**config.mk**
```make
export PLATFORM = sky130hd
export DESIGN_NAME = fpu_host_if
export DESIGN_NICKNAME = d
export VERILOG_FILES = /design/src/rtl/pa_fpu.sv /design/src/rtl/fpu_host_if_watchdog.sv /design/src/rtl/fpu_host_if.sv
export SDC_FILE = /design/constraint.sdc
export NUM_CORES = 1
export LEC_CHECK = 0
export CAP_MARGIN = 10
export CORE_MARGIN = 10
export CORE_UTILIZATION = 41
export DETAILED_ROUTE_END_ITERATION = 12
export PLACE_DENSITY = 0.71
export RECOVER_POWER = 100
export SLEW_MARGIN = 15
export SYNTH_ARGS = -nofsm -noshare
export SYNTH_HDL_FRONTEND = slang
export SYNTH_SLANG_ARGS = --single-unit
```
**constraint.sdc**
```tcl
create_clock -name clk -period 3.28 [get_ports clk]
set_input_delay 0.328 -clock clk [delete_from_list [all_inputs] [get_ports clk]]
set_output_delay 0.328 -clock clk [all_outputs]
set_load 0.01 [all_outputs]
```
**src/rtl/pa_fpu.sv**
```systemverilog
// Shared FPU definitions: opcode enum plus the host-interface register map,
// control/status bit positions and issuer FSM states.
package pa_fpu;

    typedef enum logic [2:0] {
        op_add  = 3'd0,
        op_sub  = 3'd1,
        op_mul  = 3'd2,
        op_div  = 3'd3,
        op_sqrt = 3'd4
    } e_fpu_op;

    localparam logic [3:0] REG_A0     = 4'h0;
    localparam logic [3:0] REG_A3     = 4'h3;
    localparam logic [3:0] REG_B0     = 4'h4;
    localparam logic [3:0] REG_B3     = 4'h7;
    localparam logic [3:0] REG_OP     = 4'h8;
    localparam logic [3:0] REG_CTRL   = 4'h9;
    localparam logic [3:0] REG_STATUS = 4'hA;
    localparam logic [3:0] REG_RES0   = 4'hC;
    localparam logic [3:0] REG_RES3   = 4'hF;

    localparam int CTRL_GO        = 0;
    localparam int CTRL_IRQ_EN    = 1;
    localparam int STATUS_BUSY    = 0;
    localparam int STATUS_DONE    = 1;
    localparam int STATUS_TIMEOUT = 2;

    typedef enum logic [1:0] {
        IDLE  = 2'd0,
        ISSUE = 2'd1,
        DRAIN = 2'd2
    } e_fpu_host_state;

    function automatic logic [7:0] byte_sel(input logic [31:0] word, input logic [1:0] idx);
        return word[idx*8 +: 8];
    endfunction

endpackage

```
**src/rtl/fpu_host_if_watchdog.sv**
```systemverilog
// Cycle watchdog for the FPU issuer: counts while enabled, flags once LIMIT
// cycles have elapsed. Only built when FPU_TIMEOUT_EN is defined.
module fpu_watchdog #(
    parameter int LIMIT = 1024
) (
    input  logic clk,
    input  logic arst,
    input  logic clear,
    input  logic enable,
    output logic expired
);

    localparam int W = $clog2(LIMIT + 1);

    logic [W-1:0] count_r;

    // Elapsed-cycle counter; saturates at the limit so expired stays asserted
    always_ff @(posedge clk or posedge arst) begin
        if (arst) begin
            count_r <= {W{1'b0}};
        end else if (clear) begin
            count_r <= {W{1'b0}};
        end else if (enable && !expired) begin
            count_r <= count_r + {{(W-1){1'b0}}, 1'b1};
        end
    end

    assign expired = enable && (count_r == W'(LIMIT - 1));

endmodule

```
**src/rtl/fpu_host_if.sv**
```systemverilog
// Byte-wide CPU register port that issues one command at a time to the fpu core.
// Define FPU_TIMEOUT_EN to build the ISSUE-state watchdog and STATUS.timeout_err.
module fpu_host_if
    import pa_fpu::*;
#(
    parameter int TIMEOUT_CYCLES = 1024
) (
    input  logic        clk,
    input  logic        arst,
    input  logic        cs,
    input  logic        wr,
    input  logic        rd,
    input  logic [3:0]  addr,
    input  logic [7:0]  data_in,
    output logic [7:0]  data_out,
    output logic        irq,
    output logic        fpu_start,
    output logic [31:0] fpu_a_operand,
    output logic [31:0] fpu_b_operand,
    output e_fpu_op     fpu_operation,
    input  logic [31:0] fpu_result,
    input  logic        fpu_cmd_end,
    input  logic        fpu_busy
);

    localparam int OP_W = $bits(e_fpu_op);

    e_fpu_host_state state_r;
    logic [31:0]     a_r;
    logic [31:0]     b_r;
    e_fpu_op         op_r;
    logic            irq_en_r;
    logic            done_r;
    logic            timeout_err_r;
    logic [31:0]     result_r;
    logic            start_r;

    logic            wr_en_s;
    logic            busy_s;
    logic            go_s;
    logic            w1c_done_s;
    logic            w1c_timeout_s;
    logic            wd_expired_s;
    logic [7:0]      rdata_s;

    assign wr_en_s       = cs && wr;
    assign busy_s        = (state_r != IDLE);
    assign go_s          = wr_en_s && (addr == REG_CTRL) && data_in[CTRL_GO] && !busy_s;
    assign w1c_done_s    = wr_en_s && (addr == REG_STATUS) && data_in[STATUS_DONE];
    assign w1c_timeout_s = wr_en_s && (addr == REG_STATUS) && data_in[STATUS_TIMEOUT];

`ifdef FPU_TIMEOUT_EN
    fpu_watchdog #(
        .LIMIT   (TIMEOUT_CYCLES)
    ) u_watchdog (
        .clk     (clk),
        .arst    (arst),
        .clear   (state_r != ISSUE),
        .enable  (state_r == ISSUE),
        .expired (wd_expired_s)
    );
`else
    assign wd_expired_s = 1'b0;
`endif

    // Operand/opcode registers lock while a command is in flight; irq_en never does
    always_ff @(posedge clk or posedge arst) begin
        if (arst) begin
            a_r      <= 32'h0000_0000;
            b_r      <= 32'h0000_0000;
            op_r     <= op_add;
            irq_en_r <= 1'b0;
        end else if (wr_en_s) begin
            if (!busy_s) begin
                case (addr)
                    4'h0, 4'h1, 4'h2, 4'h3: a_r[addr[1:0]*8 +: 8] <= data_in;
                    4'h4, 4'h5, 4'h6, 4'h7: b_r[addr[1:0]*8 +: 8] <= data_in;
                    REG_OP:                 op_r <= e_fpu_op'(data_in[OP_W-1:0]);
                    default:                ;
                endcase
            end
            if (addr == REG_CTRL) begin
                irq_en_r <= data_in[CTRL_IRQ_EN];
            end
        end
    end

    // Issuer FSM; status set events are written last so they beat a same-cycle W1C
    always_ff @(posedge clk or posedge arst) begin
        if (arst) begin
            state_r       <= IDLE;
            start_r       <= 1'b0;
            done_r        <= 1'b0;
            timeout_err_r <= 1'b0;
            result_r      <= 32'h0000_0000;
        end else begin
            if (w1c_done_s) begin
                done_r <= 1'b0;
            end
            if (w1c_timeout_s) begin
                timeout_err_r <= 1'b0;
            end
            case (state_r)
                IDLE: begin
                    if (go_s) begin
                        done_r        <= 1'b0;
                        timeout_err_r <= 1'b0;
                        start_r       <= 1'b1;
                        state_r       <= ISSUE;
                    end
                end
                ISSUE: begin
                    if (fpu_cmd_end) begin
                        result_r <= fpu_result;
                        done_r   <= 1'b1;
                        start_r  <= 1'b0;
                        state_r  <= DRAIN;
                    end else if (wd_expired_s) begin
                        timeout_err_r <= 1'b1;
                        done_r        <= 1'b1;
                        start_r       <= 1'b0;
                        state_r       <= DRAIN;
                    end
                end
                DRAIN: begin
                    if (!fpu_busy) begin
                        state_r <= IDLE;
                    end
                end
                default: begin
                    start_r <= 1'b0;
                    state_r <= IDLE;
                end
            endcase
        end
    end

    // Read-data mux; go is write-only and reads back as zero
    always_comb begin
        rdata_s = 8'h00;
        if (cs && rd) begin
            case (addr)
                4'h0, 4'h1, 4'h2, 4'h3: rdata_s = byte_sel(a_r, addr[1:0]);
                4'h4, 4'h5, 4'h6, 4'h7: rdata_s = byte_sel(b_r, addr[1:0]);
                REG_OP:                 rdata_s = {{(8-OP_W){1'b0}}, op_r};
                REG_CTRL:               rdata_s = {6'b000000, irq_en_r, 1'b0};
                REG_STATUS:             rdata_s = {5'b00000, timeout_err_r, done_r, busy_s};
                4'hC, 4'hD, 4'hE, 4'hF: rdata_s = byte_sel(result_r, addr[1:0]);
                default:                rdata_s = 8'h00;
            endcase
        end else begin
            rdata_s = 8'h00;
        end
    end

    assign data_out      = rdata_s;
    assign irq           = done_r && irq_en_r;
    assign fpu_start     = start_r;
    assign fpu_a_operand = a_r;
    assign fpu_b_operand = b_r;
    assign fpu_operation = op_r;

endmodule

```
* Word level (Yosys, flattened, before mapping)
Cells that the tools add are included.
** Word-level totals
- Word-level logic and storage cells :: 77
- Bits of input ports :: 51
- Flip-flop bits (word level) :: 105
** Operators by class
- Equal/unequal tests :: 19
- Reduce and logical (&&, ||, !) cells :: 23
- Multiplexer cells :: 18
- Add/sub/neg operators :: 1
- Bitwise operators :: 2
- Shift-type cells :: 5
** Operators with widths (number)
- $shiftx 32x6->8 :: 3
- $bwmux 32 :: 2
- $pmux 8 s6 :: 1
- $neg 5->34 :: 1
- $shift 8x34->32 const A :: 1
- $shiftx 8x34->32 :: 1
- $eq 4x4->1 const B :: 7
- $eq 4x3->1 const B :: 4
- $reduce_and 3->1 :: 5
- $reduce_or 4->1 :: 3
- $logic_and 1x1->1 :: 9
- $eq 4x2->1 const B :: 2
- $mux 1 :: 8
- $mux 8 :: 1
- $mux 2 :: 3
- $ne 2x2->1 const B :: 3
- $pmux 2 s3 :: 1
- $eq 4x1->1 const B :: 1
- $logic_not 4->1 :: 1
- $reduce_and 2->1 :: 2
- $pmux 1 s3 :: 1
- $eq 2x1->1 const B :: 1
- $eq 2x2->1 const B :: 1
- $logic_not 2->1 :: 1
- other kinds (4) :: 5

* Longest topological paths before layout
Gate-level depths: netlist of run 1.
- Depth in word-level cells :: 6
- Depth in mapped cells :: 7
- Gate-level depth less buffers :: 6

* Least setup slack after synthesis of run 1
No wires, ideal clock.
- Path type :: in2out
- Start :: in addr[0]
- End :: out data_out[0]
- Required time :: 2.952 ns
- Stages :: 7
- Setup slack :: 1.182 ns
- Arrival time :: 1.770 ns
- Buffers on the path :: 1
- Path through :: buf_2 -> inv_2 -> ha_1 -> or3_1 -> nand4_1 -> a21oi_1 -> a221o_1
** On the way
- Cells in the longest elaborated chain, start to end :: 4
- Elaborated cells between the ends (all ways) :: 23
** RTL lines
- start: declaration :: RTL line fpu_host_if.sv:13 : input logic [3:0] addr,
- branches (longest 2 deep; another with $shiftx 32x6->8)
- $pmux 8 s6 * :: RTL line fpu_host_if.sv:142 : case (addr)
- $mux 8 * :: RTL line fpu_host_if.sv:141 : if (cs && rd) begin
- end: declaration :: RTL line fpu_host_if.sv:15 : output logic [7:0] data_out,
Mark *: on every way between the ends.

* Worst setup path in the final report of run 1
- Start :: in addr[0]
- End :: out data_out[4]
Same word-level chain as after synthesis.

==> reports/results.tsv, run 1 <==
metric	value	unit
crit_path_top_delay_cell	mux4_2	
ys_seq_area_frac	0.509	
grt_use_total	0.173	
hold_ws	0.494	ns
drt_iter0_drc	254	
cts_hold_buf	0	
antenna_found_initial	0	
path_delay_family	buffers and inverters	
cp_cell_sequence	clkdlybuf4s50_1 -> buf_4 -> clkbuf_2 -> mux4_2 -> a22o_1 -> clkdlybuf4s50_1	
first_pass_iters	4	
grt_pass1_vias	4089	
cts_buffers	9	
ys.flop_type	dfrtp_1	
leakage	3.36	nW
clock_latency	0.35	ns
synthDistinctLibCells	39	
pre_cts_slack	0.292	ns
die_w	132	µm
dp_hpwl	11100	µm
min_path_type	reg -> reg	
setup_tns	0	ns
cts_tree	yes	
row_count	40	
coreArea	12200	µm²
detail_route.wirelength	15100	µm
cts_sinks	105	
clockRootBuffer	clkbuf_16	
cts.path.max_buffers	2	
fmaxAchievable	0.329	GHz
synth_area_per_cell	13.7	µm²
rsz0062_at_grt	false	
critPathCaptureType	output pin	
overflow	0	
synth_edf_count	0	
critical-path-max-stage-delay	0.58	ns
power.density	489	nW/µm²
setup_violations	0	
num_io_pins	128	
die-height	132	µm
status	finished, violations left	
worstSetupPathType	in -> out	
final_nets	567	
netlist_instances	377	
ir_drop	317	µV
synthesis.area	5160	µm²
clock-skew-final	0.00743	ns
path_buf_inv	4	
crit_path_frequent_cell	clkdlybuf4s50_1	
post_cts.repair.setup_buffers	0	
cts_resized	0	
worstPathRequired	2.95	ns
start_kind	input pin	
failed_checks	capacitance limit, slew limit	
ys_ff_latch	105	
num-fill-cells	1007	
layout-area-overhead-vs-synth	35.4	%
grt_pass1_wl	24000	µm
num_antenna_cells	0	
worstMarginPinSlew	2.16	ns
post_drt_wl_per_cell	22.1	µm
yosysWarnings	0	
hold_viol	0	
syn_nets	434	
worst-endpoint-arrival	2.71	ns
vias	3674	
dieArea	17500	µm²
place_inst	667	
drv_slew	92	
finalCritPeriodShare	0.926	
port_buffers	127	
period_minus_slack	3.04	ns
grt_start_max_net_pins	57	
drv_cap	2	
cts.clk_slew.worst_paths	0.07	ns
layout_setup_ws	0.243	ns
relSlewSlack	-0.439	
postRouteAntennaNets	0	
path_max_fanout	11	
async_flop_share	1.00	
layout.area.seq	2630	µm²
instances_no_fill	683	
drt_drc_violations_left	0	
drive_above_1_share	0.280	
multi_input_area	2420	µm²
start_util	0.424	
gp_congestion	0.942	
via_per_inst	5.38	
htreeDepth	3	
-- tightest hold or removal path: stages, from the launching register on --
cell     delay (ns)
dfrtp_1        0.35
nand2_1        0.06
nand2_1        0.06
-- per-stage QoR --
step,util,cell area [µm²],power (W)
floorplan,-,5160,0.00188
global placement,0.547,6650,0.00219
detailed placement,0.547,6650,0.00221
CTS,0.575,7000,0.00347
global route,0.574,6990,0.00356
finish,0.574,6990,0.00341
-- cells in the final DEF (no fill, tap or decap), drive strengths merged, types with 4 or more instances in the layout --
cell type / Yosys / layout
and2: 32 / 32
ha: 6 / 6
o21ai: 10 / 10
dlygate4sd3: 0 / 72
nor2: 6 / 6
and3: 4 / 4
a22o: 15 / 15
clkdlybuf4s50: 0 / 54
inv: 3 / 5
nand4: 4 / 4
clkbuf: 8 / 14
a21oi: 4 / 4
buf: 10 / 10
mux2i: 8 / 8
nand2: 11 / 11
dfrtp: 105 / 105
mux4: 12 / 12
a211oi: 5 / 5
mux2: 114 / 114
-- logic make-up (layout without fill, tap and decap cells) --
| family | count (synthesis) | after routing | synth area share |
|---|---|---|---|
| buffers and inverters | 21 | 159 | 0.0216 |
| AND/OR/NAND/NOR | 71 | 71 | 0.0808 |
| AO/OA/AOI/OAI | 40 | 40 | 0.0560 |
| adder cells (fa/ha/maj) | 6 | 6 | 0.0146 |
| multiplexers | 134 | 134 | 0.318 |
| flip-flops | 105 | 105 | 0.509 |
-- path summary, 6_finish.rpt --
path,start,endpoint,slack (ns),cells past startpoint
setup / recovery,addr[0],data_out[4],0.24,6
hold / removal,fpu_start,fpu_start,0.49,2
setup reg to reg,state_r[1],result_r[13],0.60,3
hold reg to reg,fpu_start,fpu_start,0.49,2
max in group asynchronous,arst,fpu_operation[0],0.65,3
min in group asynchronous,arst,fpu_b_operand[27],1.14,2
-- Yosys cell counts, drive strengths merged, types with 5 or more instances --
| cell | n | area (µm²) |
|---|---|---|
| mux2 | 114 | 1290 |
| mux2i | 8 | 80.1 |
| buf | 10 | 70.1 |
| mux4 | 12 | 270 |
| ha | 6 | 75.1 |
| a211oi | 5 | 37.5 |
| nor2 | 6 | 22.5 |
| dfrtp | 105 | 2630 |
| a22o | 15 | 131 |
| nand2 | 11 | 41.3 |
| and2 | 32 | 200 |
| clkbuf | 8 | 30.0 |
| o21ai | 10 | 50.1 |
-- power breakdown --
part	internal [W]	switching [W]	total, W	leakage, nW
clock network	0.000771	0.000490	0.00126	0.173
registers	0.00145	0.000107	0.00155	1.41
logic	0.000353	0.000246	0.000599	1.78
-- sequential cells by signal, summed over array words and instances, names as in the netlist --
name	count
fpu_a_operand	32
fpu_b_operand	32
result_r	32
fpu_operation	3
state_r	2
done_r	1
fpu_start	1
irq_en_r	1
timeout_err_r	1
-- final cells by class --
class,count,share of cell area
sequential,105,0.376
multi-input combinational,251,0.346
timing repair buffer,140,0.196
clock buffer,10,0.0342
tap,168,0.0301
clock inverter,6,0.0161
inverter,3,0.00161
-- metal layers --
metal	GRT usage	vias up	wire, µm
met5	0	-	0
met4	0.0377	0	175
met3	0.0598	14	1210
met2	0.272	131	7190
met1	0.225	1875	6510
li1	-	1654	-
(Power assumes the default switching activity.)
==> inputs of run 2 (changes only) <==
--- a/config.mk
+++ b/config.mk
@@ -5,6 +5,7 @@
 export SDC_FILE = /design/constraint.sdc
 export NUM_CORES = 1
 export LEC_CHECK = 0
+export ABC_AREA = 1
 export CAP_MARGIN = 10
 export CORE_MARGIN = 10
 export CORE_UTILIZATION = 41
==> run 2 against run 1 <==
Net effect:
- the flow still finishes with violations (capacitance limit, slew limit)
- design area is 0.36% higher
- core utilization is 2.6 points lower
- worst setup slack worse by 0.044 ns
- via count is 38% higher
- critical endpoint is now data_out[6]
- highest routed layer unchanged
==> reports/results.tsv, run 2 <==
metric	value	unit	change
final_nets	829		+46%
synth_top_area_frac	0.487		-0.0221
leakage	3.50	nW	+4.1%
cts_hold_buf	0		unchanged
synthesis.area	5390	µm²	+4.5%
port_buffers	127		unchanged
netlist_instances	654		+73%
critPathCaptureType	output pin		
via_per_inst	5.34		-0.72%
drt_drc_violations_left	0		unchanged
p_int	0.00250	W	-3.0%
cts_sinks	105		unchanged
num_io_pins	128		unchanged
setup_violations	0		unchanged
grt_pass1_wl	27900	µm	+17%
r2r_setup_slack	0.49	ns	-0.11 ns
drv_slew	102		+11%
grt_start_max_net_pins	56		-1.8%
hold_viol	0		unchanged
die_w	135	µm	+1.9%
drive_above_1_share	0.0759		-0.204
fmaxAchievable	0.325	GHz	-1.4%
gp_congestion	0.936		-0.59%
pwr-share-comb	0.216		+0.040
htreeDepth	3		unchanged
final_area	7010	µm²	+0.36%
wl_met2	7880	µm	+9.6%
instances_no_fill	949		+39%
ys_ff_latch	105		unchanged
grt_pass1_vias	5211		+27%
failed_checks	capacitance limit, slew limit		
top_layer	met4		
synth_area_leaders	dfrtp_1 (49%), nand2_1 (9.5%), nor2_1 (6.5%)		
relSlewSlack	-0.418		+0.0215
worstPathRequired	2.95	ns	about the same
clockRootBuffer	clkbuf_16		
cts_resized	0		unchanged
vias	5068		+38%
yosysMostFrequentCell	nand2_1		
synthDistinctLibCells	31		-21%
switching_share	0.293		+0.0467
worst-endpoint-arrival	2.75	ns	+0.04 ns
synth_edf_count	0		unchanged
post_cts.repair.setup_buffers	0		unchanged
worstSetupPathType	in -> out		
async_flop_share	1.00		unchanged
die-height	135	µm	+1.9%
period_minus_slack	3.08	ns	+0.0444 ns
min_path_type	reg -> reg		
place_inst	933		+40%
final_cell_mix	nand2_1 (138), dfrtp_1 (105), nor2_1 (99), dlygate4sd3_1 (77), o21ai_0 (67)		
antenna_found_initial	0		unchanged
path_max_fanout	14		+3
finalCritPeriodShare	0.939		+0.0135
met1Wirelength	7670	µm	+18%
syn_nets	711		+64%
overflow	0		unchanged
detail_route.wirelength	17600	µm	+17%
layout-area-overhead-vs-synth	30.0	%	
grt_use_total	0.194		+0.0209
wl_met3	1540	µm	+27%
first_pass_iters	5		+1
p_clk_frac	0.332		-0.037
ys.flop_type	dfrtp_1		
post_dp_cell_area	6780	µm²	+2.0%
ys_seq_area_frac	0.487		-0.0221
status	finished, violations left		
power.density	504	nW/µm²	+3.1%
cts_tree	yes		
drt_iter0_drc	483		+90%
post_drt_wl_per_cell	18.5	µm	-16%
worstMarginPinSlew	2.12	ns	-0.0347 ns
start_kind	input pin		
synth_top_cell_by_area	dfrtp_1		
setup_tns	0	ns	unchanged
num_antenna_cells	0		unchanged
cts_buffers	9		unchanged
ir_drop	245	µV	-23%
dp_hpwl	13200	µm	+19%
drv_cap	2		unchanged
postRouteAntennaNets	0		unchanged
yosysWarnings	0		unchanged
num-fill-cells	1174		+17%
cts.path.max_buffers	2		unchanged
post-route-util	0.549		-0.0256
power_switching	0.00104	W	+23%
clock-skew-final	0.00537	ns	-0.00206 ns
start_util	0.422		-0.00200
power.share.sequential	0.452		-0.003
coreArea	12800	µm²	+5.0%
cts.clk_slew.worst_paths	0.07	ns	about the same
row_count	41		+2.5%
rsz0062_at_grt	false		
clock_latency	0.36	ns	about the same
synth_area_per_cell	8.24	µm²	-40%
netlist_top_cells_count	nand2_1 (136), dfrtp_1 (105), nor2_1 (94)		
dieArea	18100	µm²	+3.8%
final_common_cell	nand2_1		
run 2: path summary, 6_finish.rpt:
check                       startpoint                end  depth (start not counted)
setup / recovery               addr[2]        data_out[6]                          9
hold / removal             result_r[4]        result_r[4]                          1
setup reg to reg            state_r[0]   fpu_a_operand[3]                          7
hold reg to reg            result_r[4]        result_r[4]                          1
max in group asynchronous         arst  fpu_a_operand[26]                          2
min in group asynchronous         arst          fpu_start                          2
run 2: power groups by stage:
stage	Sequential, W	Clock (W)	Combinational (W)
after floorplan	0.00163	0	0.000349
after global placement	0.00162	0	0.000815
after detailed placement	0.00162	0	0.000827
after CTS	0.00160	0.00118	0.000834
after global routing	0.00162	0.00123	0.000846
final	0.00160	0.00117	0.000763
run 2: metal layers:
| layer | vias to the layer above | global-route usage |
|---|---|---|
| met4 | 0 | 0.0768 |
| li1 | 2359 | - |
| met5 | - | 0 |
| met1 | 2410 | 0.250 |
| met2 | 260 | 0.302 |
| met3 | 39 | 0.0516 |
run 2: cells by family (layout without fill, tap and decap cells):
group | after synthesis | count (layout) | synth area share
buffers and inverters | 99 | 222 | 0.0840
muxes | 20 | 20 | 0.0418
DFF | 105 | 105 | 0.487
and+or+nand+nor | 298 | 298 | 0.235
AOI/OAI and AO/OA | 126 | 126 | 0.138
adders and majority gates | 6 | 6 | 0.0139
run 2: final cells by class:
class	instances	area (µm²)	share of cell area
flip-flops and latches	105	2630	0.375
multi-input cells	450	2230	0.319
repair buffers	137	1350	0.193
inverters	69	262	0.0373
clock buffers	10	229	0.0327
well taps	172	215	0.0307
clock inverters	6	90.1	0.0129
run 2: critical path, cell delays in order:
cell and delay, ns:
clkdlybuf4s50_1 0.62, buf_4 0.29, nand2_8 0.12, inv_4 0.16
nand2_1 0.06, nand3_1 0.07, nand3_1 0.07, a21boi_0 0.34
dlygate4sd3_1 0.67
run 2: per-stage QoR:
stage / setup slack [ns] / hold slack, ns / power (W)
finish: 0.199 / 0.515 / 0.00353
CTS: 0.263 / 0.465 / 0.00361
detailed placement: 0.295 / 0.493 / 0.00245
global route: 0.0719 / 0.528 / 0.00370
floorplan: 0.191 / 0.449 / 0.00198
global placement: 0.298 / 0.492 / 0.00244
